## config.mk

```make
export PLATFORM = sky130hd
export DESIGN_NAME = mem_arbiter
export DESIGN_NICKNAME = d
export VERILOG_FILES = /design/src/rtl/mem_arbiter.sv
export SDC_FILE = /design/constraint.sdc
export NUM_CORES = 1
export LEC_CHECK = 0
export CAP_MARGIN = 20
export CORE_ASPECT_RATIO = 0.5
export CORE_MARGIN = 4
export CORE_UTILIZATION = 37
export DETAILED_ROUTE_END_ITERATION = 16
export PLACE_DENSITY_LB_ADDON = 0.2
export SLEW_MARGIN = 20
export SYNTH_ARGS = -nofsm -noshare
export SYNTH_HDL_FRONTEND = slang
export SYNTH_SLANG_ARGS = --single-unit
```

## constraint.sdc

```tcl
create_clock -name clk -period 3.15 [get_ports clk]
set_input_delay 0.4725 -clock clk [delete_from_list [all_inputs] [get_ports clk]]
set_output_delay 0.4725 -clock clk [all_outputs]
set_load 0.1 [all_outputs]
```

## src/rtl/mem_arbiter.sv

```systemverilog
// mem_arbiter: shares one physical memory port between an instruction-fetch
// port (port 0, read-only) and a data port (port 1, read/write).
//
// Ports
//   clk, reset                       clock, synchronous active-high reset
//   mem_read_0, mem_address_0        fetch request (held until mem_resp_0)
//   mem_rdata_0, mem_resp_0          fetch data / completion pulse
//   mem_read_1, mem_write_1          data-port request (held until mem_resp_1)
//   mem_address_1, mem_wdata_1,
//   mem_byte_enable_1                data-port request fields
//   mem_rdata_1, mem_resp_1          data-port data / completion pulse
//   pmem_read, pmem_write,
//   pmem_address, pmem_wdata,
//   pmem_byte_enable                 physical memory request (registered)
//   pmem_rdata, pmem_resp            physical memory data / completion
//   stall                            pipeline hold while any port is pending
//
// Parameter PORT1_PRIORITY: 1 = data port wins ties, 0 = alternate on ties.
//
// state  | meaning
// IDLE   | no transaction; arbitrate pending requests
// SERVE0 | fetch port owns physical memory, waiting for pmem_resp
// SERVE1 | data port owns physical memory, waiting for pmem_resp

module mem_arbiter #(
  parameter bit PORT1_PRIORITY = 1'b1
) (
  input  logic        clk,
  input  logic        reset,
  input  logic        mem_read_0,
  input  logic [15:0] mem_address_0,
  output logic [15:0] mem_rdata_0,
  output logic        mem_resp_0,
  input  logic        mem_read_1,
  input  logic        mem_write_1,
  input  logic [15:0] mem_address_1,
  input  logic [15:0] mem_wdata_1,
  input  logic [1:0]  mem_byte_enable_1,
  output logic [15:0] mem_rdata_1,
  output logic        mem_resp_1,
  output logic        pmem_read,
  output logic        pmem_write,
  output logic [15:0] pmem_address,
  output logic [15:0] pmem_wdata,
  output logic [1:0]  pmem_byte_enable,
  input  logic [15:0] pmem_rdata,
  input  logic        pmem_resp,
  output logic        stall
);

  typedef enum logic [1:0] {
    IDLE   = 2'd0,
    SERVE0 = 2'd1,
    SERVE1 = 2'd2
  } state_t;

  state_t      state;
  logic        last_grant;
  logic [15:0] lat_address;
  logic [15:0] lat_wdata;
  logic [1:0]  lat_byte_enable;
  logic        lat_write;

  logic req_0;
  logic req_1;
  logic pick_1;
  logic serve_0;
  logic serve_1;

  assign req_0 = mem_read_0;
  assign req_1 = mem_read_1 | mem_write_1;

  // Port 1 wins when alone, or on a tie when it has fixed priority or
  // port 0 held the previous grant.
  assign pick_1 = req_1 & (~req_0 | PORT1_PRIORITY | ~last_grant);

  // Latched fields are cleared on completion so the physical request bus
  // reads as zero whenever the arbiter is idle.
  always_ff @(posedge clk) begin
    if (reset) begin
      state           <= IDLE;
      last_grant      <= 1'b1;
      lat_address     <= '0;
      lat_wdata       <= '0;
      lat_byte_enable <= '0;
      lat_write       <= 1'b0;
      pmem_read       <= 1'b0;
      pmem_write      <= 1'b0;
    end else begin
      case (state)
        IDLE: begin
          if (pick_1) begin
            state           <= SERVE1;
            last_grant      <= 1'b1;
            lat_address     <= mem_address_1;
            lat_wdata       <= mem_wdata_1;
            lat_byte_enable <= mem_byte_enable_1;
            lat_write       <= mem_write_1;
            pmem_read       <= ~mem_write_1;
            pmem_write      <= mem_write_1;
          end else if (req_0) begin
            state           <= SERVE0;
            last_grant      <= 1'b0;
            lat_address     <= mem_address_0;
            lat_wdata       <= '0;
            lat_byte_enable <= 2'b11;
            lat_write       <= 1'b0;
            pmem_read       <= 1'b1;
            pmem_write      <= 1'b0;
          end
        end
        SERVE0, SERVE1: begin
          if (pmem_resp) begin
            state           <= IDLE;
            lat_address     <= '0;
            lat_wdata       <= '0;
            lat_byte_enable <= '0;
            lat_write       <= 1'b0;
            pmem_read       <= 1'b0;
            pmem_write      <= 1'b0;
          end
        end
        default: begin
          state      <= IDLE;
          pmem_read  <= 1'b0;
          pmem_write <= 1'b0;
        end
      endcase
    end
  end

  assign pmem_address     = lat_address;
  assign pmem_wdata       = lat_wdata;
  assign pmem_byte_enable = lat_byte_enable;

  assign serve_0 = (state == SERVE0);
  assign serve_1 = (state == SERVE1);

  assign mem_resp_0  = serve_0 & pmem_resp;
  assign mem_resp_1  = serve_1 & pmem_resp;
  assign mem_rdata_0 = serve_0 ? pmem_rdata : '0;
  assign mem_rdata_1 = serve_1 ? pmem_rdata : '0;

  assign stall = (req_0 & ~mem_resp_0) | (req_1 & ~mem_resp_1);

endmodule

```

==> results.yml, run 1 <==
global_route:
  grtUsageTotal: 0.180
  grt_start_max_net_pins: 24
  grt_pass1_wl_mm: 9.25
  gr-total-overflow: 0
  grt_pass1_vias: 1961
  antenna_found_initial: 0
cells_and_area:
  final_common_cell: "clkdlybuf4s50_1"
  drive_gt1_frac: 0.273
  final_nets: 416
  syn2layout_area_growth_pct: 70.7
  mostFrequentLayoutCells: "75 x clkdlybuf4s50_1, 70 x buf_4, 38 x dfxtp_1, 34 x and2_1, 19 x nand2b_1"
  final_core_util: 0.661
  antenna_cells: 0
  stdcell_area_mm2: 0.00331
  nFillCells: 432
die:
  rows: 18
  core-area_mm2: 0.00500
  pin_count: 143
  die_area_mm2: 0.00653
  die_w_um: 110
  die_height_um: 59.2
  start_util: 0.387
power_and_ir_drop:
  total_power_w: 0.00207
  switchingPower_w: 0.00108
  clkPwrFrac: 0.148
  p_leak_nw: 1.37
  p_int_w: 0.000992
  peakVddDrop_v: 0.000296
  sequentialPowerShare: 0.283
  combPwrFrac: 0.570
  powerDensity_mw_per_mm2: 627
  p_sw_frac: 0.521
critical_path:
  crit_path_max_incr_delay_ns: 1.13
  worstSetupPathType: "register to output port"
  cp_data_arrival_time_ns: 1.76
  cp_slowest_cell: "clkdlybuf4s50_1"
  crit_start: "pmem_wdata[6]"
  crit_buf_inv: 1
  crit_family: "buffers and inverters"
  path_cells: "clkdlybuf4s50_1"
  path_depth: 1
  cp_max_fo: 2
  critPathLaunchType: "register"
  required_ns: 2.68
  r2r_start: "state[0]"
  reg2reg_depth: 5
  cp-end-kind: "output port"
detailed_routing:
  viasPerCell: 4.83
  wl_per_cell_um: 14.3
  dr.pass1.iters: 4
  vias: 1985
  postRouteWirelength_mm: 5.89
  drc: 0
  drt_iter0_drc: 52
  ant_nets: 0
timing:
  finalSetupTns_ns: 0
  rsz0062_at_grt: "false"
  setup_viol: 0
  clock_skew_ns: 0.00959
  max_freq_mhz: 448
  slew_headroom: 0.350
  period_minus_slack_ns: 2.23
  drv_slew: 0
  worstMarginPinSlew_ns: 0.972
  min_period_over_period: 0.709
  hold_viol: 0
clock_tree:
  cts_root_buf: "clkbuf_8"
  cts_tree: "done"
  cts_setup_buffers: 0
  clockBufferDepth: 2
  insertion_delay_ns: 0.29
  ctsHoldBuffers: 0
  cts_buffers: 5
  h-tree-depth: 2
  cts_resized: 0
  clkSinkCount: 38
  clk_pin_slew_ns: 0.07
place:
  placed_area_mm2: 0.00323
  gp_congestion: 0.796
  place.detailed.hpwl_mm: 4.65
  io_buffers: 142
synth:
  synth_cell_types: 29
  netlist.top_cell.by_area: "dfxtp_1"
  syn_nets: 279
  netlist_instances: 204
  ys_ff_latch: 38
  synth_seq_area_share: 0.393
  synth_edf_count: 0
  synth_ff_type: "dfxtp_1"
  ys_async_sr_fraction: 0
  syn_area_mm2: 0.00194
  yosys.area.top_type_share: 0.393
  synth_warnings: 0
  synth.avg_cell_area_um2: 9.49
  synth.area.top_cells: "dfxtp_1 39%, and2_1 11%, mux2i_1 9.3%, o2bb2ai_1 7.2%, nand2b_1 6.1%"
flow_run:
  max_cap_viol_count: 0
hold_path:
  hold_class: "register to register"
  min_path_cells: 1
  hp-start: "pmem_address[14]"
run_status:
  status: "complete, no violations"
## Yosys cell counts (all sizes together), types with 3 or more instances
library cell and count:
dfxtp 38, and2 35, o21ai 21, nand2b 19, mux2i 18, nand4 16
o2bb2ai 16, clkbuf 8, buf 7, a21oi 6, ha 3, inv 3
## worst paths after layout
| path | end | slack (ns) |
|---|---|---|
| setup reg to reg | pmem_address[0] | 1.01 |
| setup / recovery | pmem_wdata[6] | 0.92 |
| hold reg to reg | pmem_address[14] | 0.47 |
| hold / removal | pmem_address[14] | 0.47 |
## power by group through the flow
stage                     logic [W]  registers (W)  clock network (W)
after detailed placement    0.00118       0.000595                  0
after global routing        0.00123       0.000594           0.000341
after CTS                   0.00119       0.000586           0.000324
after global placement      0.00117       0.000594                  0
final                       0.00118       0.000586           0.000306
after floorplan            0.000453        0.00105                  0
## flip-flops by register name, summed over array words and instances (netlist names)
signal and flops:
pmem_address 16, state 2, pmem_write 1, pmem_read 1, pmem_wdata 16, pmem_byte_enable 2
## per-layer routing
layer | vias up | part of all wire | global-route usage
met3 | 8 | 0.077 | 0.0501
met2 | 62 | 0.53 | 0.347
met4 | 0 | 0.0081 | 0.0491
met1 | 915 | 0.38 | 0.194
met5 | - | 0 | 0
li1 | 1000 | - | -
## metrics by stage
step           hold WS (ns)  instances  setup WS, ns
5_1_grt               0.484        411         0.756
4_1_cts               0.473        411         0.899
6_report              0.469        411         0.917
3_3_place_gp          0.448        404         0.854
2_1_floorplan         0.470        204         0.551
3_5_place_dp          0.448        404         0.773
## layout make-up
cell class                 count  area, µm²  area share
sequential                    38        761       0.230
multi-input combinational    148       1090       0.331
tap                           70       87.6      0.0265
clock buffer                   7       76.3      0.0231
inverter                       3       11.3     0.00341
timing repair buffer         145       1280       0.386
## kinds of logic (layout without fill, tap and decap cells)
kind of cell / after synthesis / after routing / synth area share
compound gates: 45 / 45 / 0.177
fa+ha+maj: 3 / 3 / 0.0194
buf+inv: 18 / 155 / 0.0472
flops: 38 / 38 / 0.393
mux: 19 / 19 / 0.0988
simple gates: 81 / 81 / 0.265
Note: power is estimated with default switching activity, not from simulation.
==> inputs of run 2 (changes only) <==
- CORE_UTILIZATION: 37 -> 34
- clock period: 3.15 -> 2.25 ns (I/O delays scaled with it)
==> run 2 against run 1 <==
Compared with the run above: non-clock buffer count up 6; clock power rose to 3.1 times the previous value; core utilization up 5.1 points; die area up 7.9%; sequential power up 40%; sequential share of layout area down 3.6 points; wire length up 13%; cell count up 2.4%; critical path depth up 4; highest routed layer unchanged; register-to-register slack worse by 0.70 ns; count of clock-buffer cells in the layout down 1; total power up 72%.
==> results.yml, run 2 (synthesis gave the netlist of run 1 again) <==
run_status:
  status: "complete, no violations"
clock_tree:
  cts_setup_buffers: 0
  cts_root_buf: "clkbuf_16"
  ctsHoldBuffers: 0
  clkSinkCount: 38
  h-tree-depth: 2
  cts_buffers: 5
  clk_pin_slew_ns: 0.06
  insertion_delay_ns: 0.28
  clockBufferDepth: 2
  cts_tree: "done"
  cts_resized: 0
die:
  rows: 19
  pin_count: 143
  core-area_mm2: 0.00549
  start_util: 0.353
  die_w_um: 115
  die_height_um: 61.4
  die_area_mm2: 0.00704
timing:
  setup_viol: 0
  hold_viol: 0
  drv_slew: 0
  worstMarginPinSlew_ns: 0.496
  min_period_over_period: 0.924
  rsz0062_at_grt: "false"
  slew_headroom: 0.670
  max_freq_mhz: 481
  finalSetupTns_ns: 0
  period_minus_slack_ns: 2.08
  clock_skew_ns: 0.00321
cells_and_area:
  nFillCells: 407
  mostFrequentLayoutCells: "71 x clkdlybuf4s50_1, 45 x buf_4, 38 x dfxtp_1, 35 x buf_12, 34 x and2_1"
  syn2layout_area_growth_pct: 102
  stdcell_area_mm2: 0.00391
  final_common_cell: "clkdlybuf4s50_1"
  drive_gt1_frac: 0.305
  multi_input_area_mm2: 0.00110
  antenna_cells: 0
  final_nets: 422
  seq_area_um2: 761
detailed_routing:
  dr.pass1.iters: 6
  wl_per_cell_um: 15.8
  met1_length_mm: 2.58
  vias: 2074
  drt_iter0_drc: 97
  dr_wl_met3_um: 469
  routed.top_layer: "met4"
  postRouteWirelength_mm: 6.65
  viasPerCell: 4.93
  wl_met2_mm: 3.52
  drc: 0
  ant_nets: 0
place:
  gp_congestion: 0.856
  placed_area_mm2: 0.00371
  io_buffers: 142
  place.detailed.hpwl_mm: 5.18
global_route:
  gr-total-overflow: 0
  grt_start_max_net_pins: 19
  grt_pass1_wl_mm: 10.2
  grtUsageTotal: 0.183
  grt_pass1_vias: 2021
  antenna_found_initial: 0
critical_path:
  r2r_start: "state[0]"
  cp_data_arrival_time_ns: 1.74
  critPathLaunchType: "register"
  crit_family: "adder cells"
  crit_path_max_incr_delay_ns: 0.36
  reg2reg_slack_ns: 0.31
  required_ns: 1.91
  worstSetupPathType: "register to output port"
  cp_slowest_cell: "ha_1"
  path_cells: "inv_1, ha_1, and2_1, o22ai_4, buf_12"
  cp-end-kind: "output port"
  cp_max_fo: 17
  crit_start: "state[1]"
  crit_buf_inv: 2
flow_run:
  max_cap_viol_count: 0
power_and_ir_drop:
  peakVddDrop_v: 0.000493
  p_leak_nw: 1.57
  powerDensity_mw_per_mm2: 913
hold_path:
  hp-start: "pmem_address[14]"
  hold_class: "register to register"
## run 2: through the flow
| step | worst slack [ns] | total power, W | hold WS, ns | cells | util |
|---|---|---|---|---|---|
| floorplan | 0.0469 | 0.00210 | 0.470 | 204 | - |
| global placement | 0.234 | 0.00263 | 0.447 | 413 | 0.676 |
| detailed placement | 0.154 | 0.00265 | 0.449 | 413 | 0.676 |
| CTS | 0.165 | 0.00359 | 0.467 | 421 | 0.712 |
| global route | 0.0571 | 0.00368 | 0.482 | 421 | 0.712 |
| finish | 0.172 | 0.00357 | 0.463 | 421 | 0.712 |
## run 2: power by group
| part | switching [W] | internal, W |
|---|---|---|
| clock | 0.000275 | 0.000665 |
| sequential | 0.0000538 | 0.000768 |
| combinational | 0.00128 | 0.000526 |
| total | 0.00161 | 0.00196 |
## run 2: layer usage
layer,vias to the layer above,global-route usage
li1,1016,-
met1,964,0.207
met2,85,0.354
met3,9,0.0442
met4,0,0.0552
met5,-,0
## run 2: worst paths after layout
kind                      end  cells past startpoint
max reg2reg   pmem_address[6]                      5
min reg2reg  pmem_address[14]                      1
min          pmem_address[14]                      1
max                     stall                      5
## run 2: layout make-up
type,instances,area share
timing repair buffer,151,0.447
multi-input combinational,148,0.281
sequential,38,0.194
clock buffer,6,0.0355
tap,73,0.0233
clock inverter,2,0.0154
inverter,3,0.00288
